File: src/rtl/core_pkg.sv
// Shared pipeline types for the RV32I core.
// Holds the inter-stage bundles, funct3 codes and the LSU state set.
package core_pkg;

  typedef struct packed {
    logic       register_write;
    logic [1:0] result_src;
    logic       mem_store;
    logic       mem_load;
  } ctrl_t;

  typedef struct packed {
    logic [31:0] alu_result;
    logic [31:0] write_data;
    logic [4:0]  rd;
    logic [31:0] pc_inc;
    ctrl_t       ctrl;
  } exe_mem_inf_t;

  typedef struct packed {
    logic [31:0] alu_result;
    logic [31:0] read_data;
    logic [4:0]  rd;
    logic [31:0] pc_inc;
    logic        register_write;
    logic [1:0]  result_src;
  } mem_wb_inf_t;

  localparam logic [2:0] F3_LB  = 3'b000;
  localparam logic [2:0] F3_LH  = 3'b001;
  localparam logic [2:0] F3_LW  = 3'b010;
  localparam logic [2:0] F3_LBU = 3'b100;
  localparam logic [2:0] F3_LHU = 3'b101;

  typedef enum logic [1:0] {
    IDLE,
    REQ,
    RSP,
    DONE
  } lsu_state_e;

endpackage

File: src/rtl/lsu_align.sv
// Byte-lane steering for the memory stage: store enables/data
// replication and load lane extraction with sign/zero extension.
module lsu_align
  import core_pkg::*;
(
  input  logic [2:0]  funct3,
  input  logic [1:0]  off,
  input  logic [31:0] store_data,
  input  logic [31:0] load_word,
  output logic [3:0]  be,
  output logic [31:0] wdata,
  output logic [31:0] load_data
);

  logic        is_b;
  logic        is_h;
  logic [7:0]  lane_b;
  logic [15:0] lane_h;

  assign is_b   = (funct3[1:0] == 2'b00);
  assign is_h   = (funct3[1:0] == 2'b01);
  assign lane_b = load_word[{off, 3'b000} +: 8];
  assign lane_h = off[1] ? load_word[31:16]
                         : load_word[15:0];

  always_comb begin
    be    = 4'b1111;
    wdata = store_data;
    unique case (1'b1)
      is_b: begin
        be    = 4'b0001 << off;
        wdata = {4{store_data[7:0]}};
      end
      is_h: begin
        be    = 4'b0011 << {off[1], 1'b0};
        wdata = {2{store_data[15:0]}};
      end
      default: ;
    endcase
  end

  always_comb begin
    load_data = load_word;
    unique case (1'b1)
      (funct3 == F3_LB):
        load_data = {{24{lane_b[7]}}, lane_b};
      (funct3 == F3_LH):
        load_data = {{16{lane_h[15]}}, lane_h};
      (funct3 == F3_LBU):
        load_data = {24'h0, lane_b};
      (funct3 == F3_LHU):
        load_data = {16'h0, lane_h};
      default: ;
    endcase
  end

endmodule

File: src/rtl/mem_lsu.sv
// Memory stage: issues loads/stores on the data bus and stalls until done.
// Define MISALIGN_TRAP_EN to skip misaligned accesses and flag them.
module mem_lsu
  import core_pkg::*;
#(
  parameter int ADDR_WIDTH = 32
) (
  input  logic                  clk,
  input  logic                  rst,
  input  exe_mem_inf_t          exe_mem_inf,
  input  logic [2:0]            mem_funct3,
  output logic [31:0]           mem_alu_result,
  output logic                  stall,
  output logic                  dbus_req_valid,
  input  logic                  dbus_req_ready,
  output logic [ADDR_WIDTH-1:0] dbus_addr,
  output logic                  dbus_we,
  output logic [3:0]            dbus_be,
  output logic [31:0]           dbus_wdata,
  input  logic                  dbus_rsp_valid,
  input  logic [31:0]           dbus_rdata,
`ifdef MISALIGN_TRAP_EN
  output logic                  misaligned,
`endif
  output mem_wb_inf_t           mem_wb_inf
);

  lsu_state_e  state_q;
  lsu_state_e  state_d;
  logic        pending;
  logic        is_load;
  logic        misal;
  logic        trap_retire;
  logic [1:0]  off;
  logic [3:0]  be;
  logic [31:0] load_data;
  logic [31:0] load_q;

  assign off     = exe_mem_inf.alu_result[1:0];
  assign is_load = exe_mem_inf.ctrl.mem_load;
  assign pending = exe_mem_inf.ctrl.mem_load
                 | exe_mem_inf.ctrl.mem_store;

  assign mem_alu_result = exe_mem_inf.alu_result;

`ifdef MISALIGN_TRAP_EN
  assign misal = pending
               & (((mem_funct3[1:0] == 2'b01) & off[0])
               |  (mem_funct3[1] & (off != 2'b00)));
`else
  assign misal = 1'b0;
`endif

  assign trap_retire = (state_q == DONE) & misal;

  lsu_align u_align (
    .funct3     (mem_funct3),
    .off        (off),
    .store_data (exe_mem_inf.write_data),
    .load_word  (dbus_rdata),
    .be         (be),
    .wdata      (dbus_wdata),
    .load_data  (load_data)
  );

  assign dbus_addr = {exe_mem_inf.alu_result[ADDR_WIDTH-1:2], 2'b00};
  assign dbus_we   = dbus_req_valid & ~is_load;
  assign dbus_be   = dbus_req_valid ? be : 4'b0000;

  always_comb begin
    state_d        = state_q;
    stall          = 1'b0;
    dbus_req_valid = 1'b0;
    unique case (state_q)
      IDLE: begin
        if (pending) begin
          stall   = 1'b1;
          state_d = misal ? DONE : REQ;
        end
      end
      REQ: begin
        stall          = 1'b1;
        dbus_req_valid = 1'b1;
        if (dbus_req_ready) begin
          state_d = is_load ? RSP : DONE;
        end
      end
      RSP: begin
        stall = 1'b1;
        if (dbus_rsp_valid) begin
          state_d = DONE;
        end
      end
      DONE:    state_d = IDLE;
      default: state_d = IDLE;
    endcase
  end

  always_ff @(posedge clk) begin
    if (rst) begin
      state_q    <= IDLE;
      load_q     <= '0;
      mem_wb_inf <= '0;
    end else begin
      state_q <= state_d;
      // Responses outside RSP belong to abandoned accesses.
      if (state_q == RSP && dbus_rsp_valid) begin
        load_q <= load_data;
      end
      mem_wb_inf.alu_result     <= exe_mem_inf.alu_result;
      mem_wb_inf.read_data      <= load_q;
      mem_wb_inf.rd             <= exe_mem_inf.rd;
      mem_wb_inf.pc_inc         <= exe_mem_inf.pc_inc;
      mem_wb_inf.result_src     <= exe_mem_inf.ctrl.result_src;
      mem_wb_inf.register_write <= exe_mem_inf.ctrl.register_write
                                 & ~stall & ~trap_retire;
    end
  end

`ifdef MISALIGN_TRAP_EN
  always_ff @(posedge clk) begin
    if (rst) begin
      misaligned <= 1'b0;
    end else begin
      misaligned <= trap_retire;
    end
  end
`endif

endmodule

File: config.mk
export PLATFORM = sky130hd
export DESIGN_NAME = mem_lsu
export DESIGN_NICKNAME = d
export VERILOG_FILES = /design/src/rtl/core_pkg.sv /design/src/rtl/lsu_align.sv /design/src/rtl/mem_lsu.sv
export SDC_FILE = /design/constraint.sdc
export NUM_CORES = 1
export LEC_CHECK = 0
export CELL_PAD_IN_SITES_DETAIL_PLACEMENT = 1
export CELL_PAD_IN_SITES_GLOBAL_PLACEMENT = 2
export CORE_MARGIN = 1
export CORE_UTILIZATION = 18
export DETAILED_ROUTE_END_ITERATION = 16
export HOLD_SLACK_MARGIN = 0.15
export PLACE_DENSITY_LB_ADDON = 0.1
export SETUP_SLACK_MARGIN = 0.5
export SKIP_CTS_REPAIR_TIMING = 1
export SLEW_MARGIN = 25
export SYNTH_ARGS = -nofsm -noshare
export SYNTH_HDL_FRONTEND = slang
export SYNTH_SLANG_ARGS = --single-unit
File: constraint.sdc
create_clock -name clk -period 1.8 [get_ports clk]
set_input_delay 0.36 -clock clk [delete_from_list [all_inputs] [get_ports clk]]
set_output_delay 0.36 -clock clk [all_outputs]
set_load 0.05 [all_outputs]
==> metrics.cfg <==
[outcome]
status = complete, but fails checks
violations = negative setup slack

[power_and_ir_drop]
switching_share_pct = 33.5
p_comb_share_pct = 39.8
seq_power_share_pct = 28.8
power.leakage_nw = 5.59
peakVddDrop_mv = 0.784
internal_power_w = 0.00810
power_switching_w = 0.00409
clockPowerShare_pct = 31.4
powerDensity_mw_per_mm2 = 975

[sta]
drv_slew = 0
finalSetupViolations = 2
period_share_pct = 102
hold_slack_ns = 0.254
skew_ns = 0.00616
fmax_mhz = 547
rsz0062_at_grt = yes
worstMarginPinSlew_ns = 0.659
final.setup.worst_slack_ns = -0.0276
fin_crit_ns = 1.83
timing.final.hold_violations = 0
slew-limit-headroom_pct = 55.8

[finish]
num-fill-cells = 3206
nets = 1065
multiInputGateArea_mm2 = 0.00276
regArea_mm2 = 0.00288
fin_cells = 1324
antennaDiodeCount = 0
drive_gt1_share_pct = 56.8
areaGrowthSynthToFinish_pct = 124

[cts]
cts_tree = done
cts.clk_slew.worst_paths_ns = 0.06
numClockSinks = 138
cts_buffers = 17
clock_latency_ns = 0.42
clock_path_buffers = 2
cts_max_level = 4
cts_root_buf = clkbuf_16

[synth]
synth_area_leaders = dfxtp_1, nor2b_1, buf_4
yosysMostFrequentCell = dfxtp_1
syn-cell-area_mm2 = 0.00559
avgSynthCellArea_um2 = 9.77
async_flop_share_pct = 0
synth_edf_count = 0
ys.flop_type = dfxtp_1
synthTopCellsByCount = dfxtp_1, nor2b_1, buf_4, nor2_1, nand2_1
ys_warn_count = 0
seq_area_frac_synth_pct = 49.5
syn_inst = 572
yosysTopAreaCellShare_pct = 49.5
yosys.area.top_type = dfxtp_1
yosysUniqueCellTypes = 33
ys_seq_elements = 138

[place]
io_buffer_count = 349
dp.cells = 1257
dp_hpwl_um = 17000
routabilityCongestion = 0.761

[global_route]
met2_usage_pct = 22.9
grt_pass1_vias = 5390
grt_busiest_layer = met2
grt_pass1_wl_um = 31100
overflow = 0
grtUsageMet3_pct = 5.80
grt_usage_pct = 13.2
grt_max_degree = 61
grt_antenna_before_repair = 3
grt_use_met1_pct = 14.3

[setup_path]
path_cells = inv_4 -> ha_4 -> a21boi_4 -> buf_12
crit_type = reg -> out
slowest_stage = dfxtp_4
cp_data_required_time_ns = 1.44
critPathArrivalTime_ns = 1.47
cp_max_fo = 7
end_kind = output port
cp_top_family = flip-flops
cp-start-kind = flip-flop
slowest_delay_ns = 0.36
critPathBufInv = 2

[detailed_routing]
wl_per_cell_um = 17.3
drc = 0
vias_per_cell = 4.02
wl_um = 22900
first_iter_violations = 174
drtPass1Iterations = 4
num_vias = 5319
detail-route-antenna-nets = 0

[die]
die_x_um = 178
ioPinCount = 352
die_area_mm2 = 0.0317
rows = 64
start_util_pct = 18.3
core_mm2 = 0.0306
dieHeight_um = 178

[run]
maxCapViolCount = 0

[hold_path]
hold_path_class = in -> reg

layout make-up:
cell class                      count  share of cell area (%)
Clock inverter                     13                    1.51
Clock buffer                       19                    3.62
Sequential cell                   138                    23.1
Timing Repair Buffer              430                    45.5
Inverter                            6                   0.240
Tap cell                          396                    3.96
Multi-Input combinational cell    322                    22.1
through the flow:
stage                     power, W  util, %  TNS (ns)  setup WS (ns)  instance area, um^2
after global routing        0.0127     40.9    -0.346        -0.0969                12500
final                       0.0122     40.9   -0.0527        -0.0276                12500
after CTS                   0.0116     35.3     -5.61         -0.324                10800
after global placement     0.00760     33.2    -15.00         -0.356                10100
after floorplan            0.00590        -         0         0.0795                 5970
after detailed placement   0.00766     33.2    -16.23         -0.405                10100
cells in the final DEF (no fill, tap or decap), drive strengths merged, types with 17 or more instances in the layout:
cell / count
dlymetal6s2s: 67
a211oi: 17
nor2b: 110
dfxtp: 138
o21ai: 30
mux2: 23
clkdlybuf4s50: 73
clkbuf: 23
nand2: 32
nor2: 39
buf: 286
power by group through the flow:
stage	clock network, W	logic (W)	registers [W]
final	0.00383	0.00485	0.00351
after global routing	0.00410	0.00508	0.00354
after floorplan	0	0.00194	0.00397
after global placement	0	0.00408	0.00352
after CTS	0.00398	0.00415	0.00346
after detailed placement	0	0.00414	0.00352
cell families (layout without fill, tap and decap cells):
| kind of cell | Yosys count | count (layout) | synth area share (%) |
|---|---|---|---|
| AND/OR/NAND/NOR | 195 | 195 | 18.9 |
| flip-flops | 138 | 138 | 49.5 |
| buffers and inverters | 113 | 468 | 12.7 |
| AO/OA/AOI/OAI | 86 | 86 | 10.9 |
| multiplexers | 34 | 34 | 6.83 |
| adder cells (fa/ha/maj) | 5 | 5 | 1.12 |
| other | 1 | 2 | 0.0671 |
per-layer routing:
metal  up-vias  share of wire, %
met4         6               1.6
li1       2519                 -
met3        27               9.3
met5         -              0.15
met2       245                50
met1      2522                39
state kept, by name, summed over array words and instances (netlist names):
| signal | count |
|---|---|
| load_q | 32 |
| mem_wb_inf | 104 |
| state_q | 2 |
final timing paths:
kind	cells past startpoint	from	endpoint	slack [ns]
worst max-delay path	4	state_q[1]	dbus_be[3]	-0.03
worst min-delay path	2	rst	load_q[18]	0.25
worst max register to register	7	state_q[0]	state_q[1]	0.05
worst min register to register	1	load_q[19]	mem_wb_inf[59]	0.47
worst register-to-register path, stage by stage (launching register included):
cell      delay [ns]
dfxtp_4         0.39
inv_6           0.04
buf_4           0.14
ha_4            0.16
a222oi_1        0.45
buf_4           0.20
mux2i_1         0.17
nor2_1          0.05
Power figures use the tool's default switching activity.
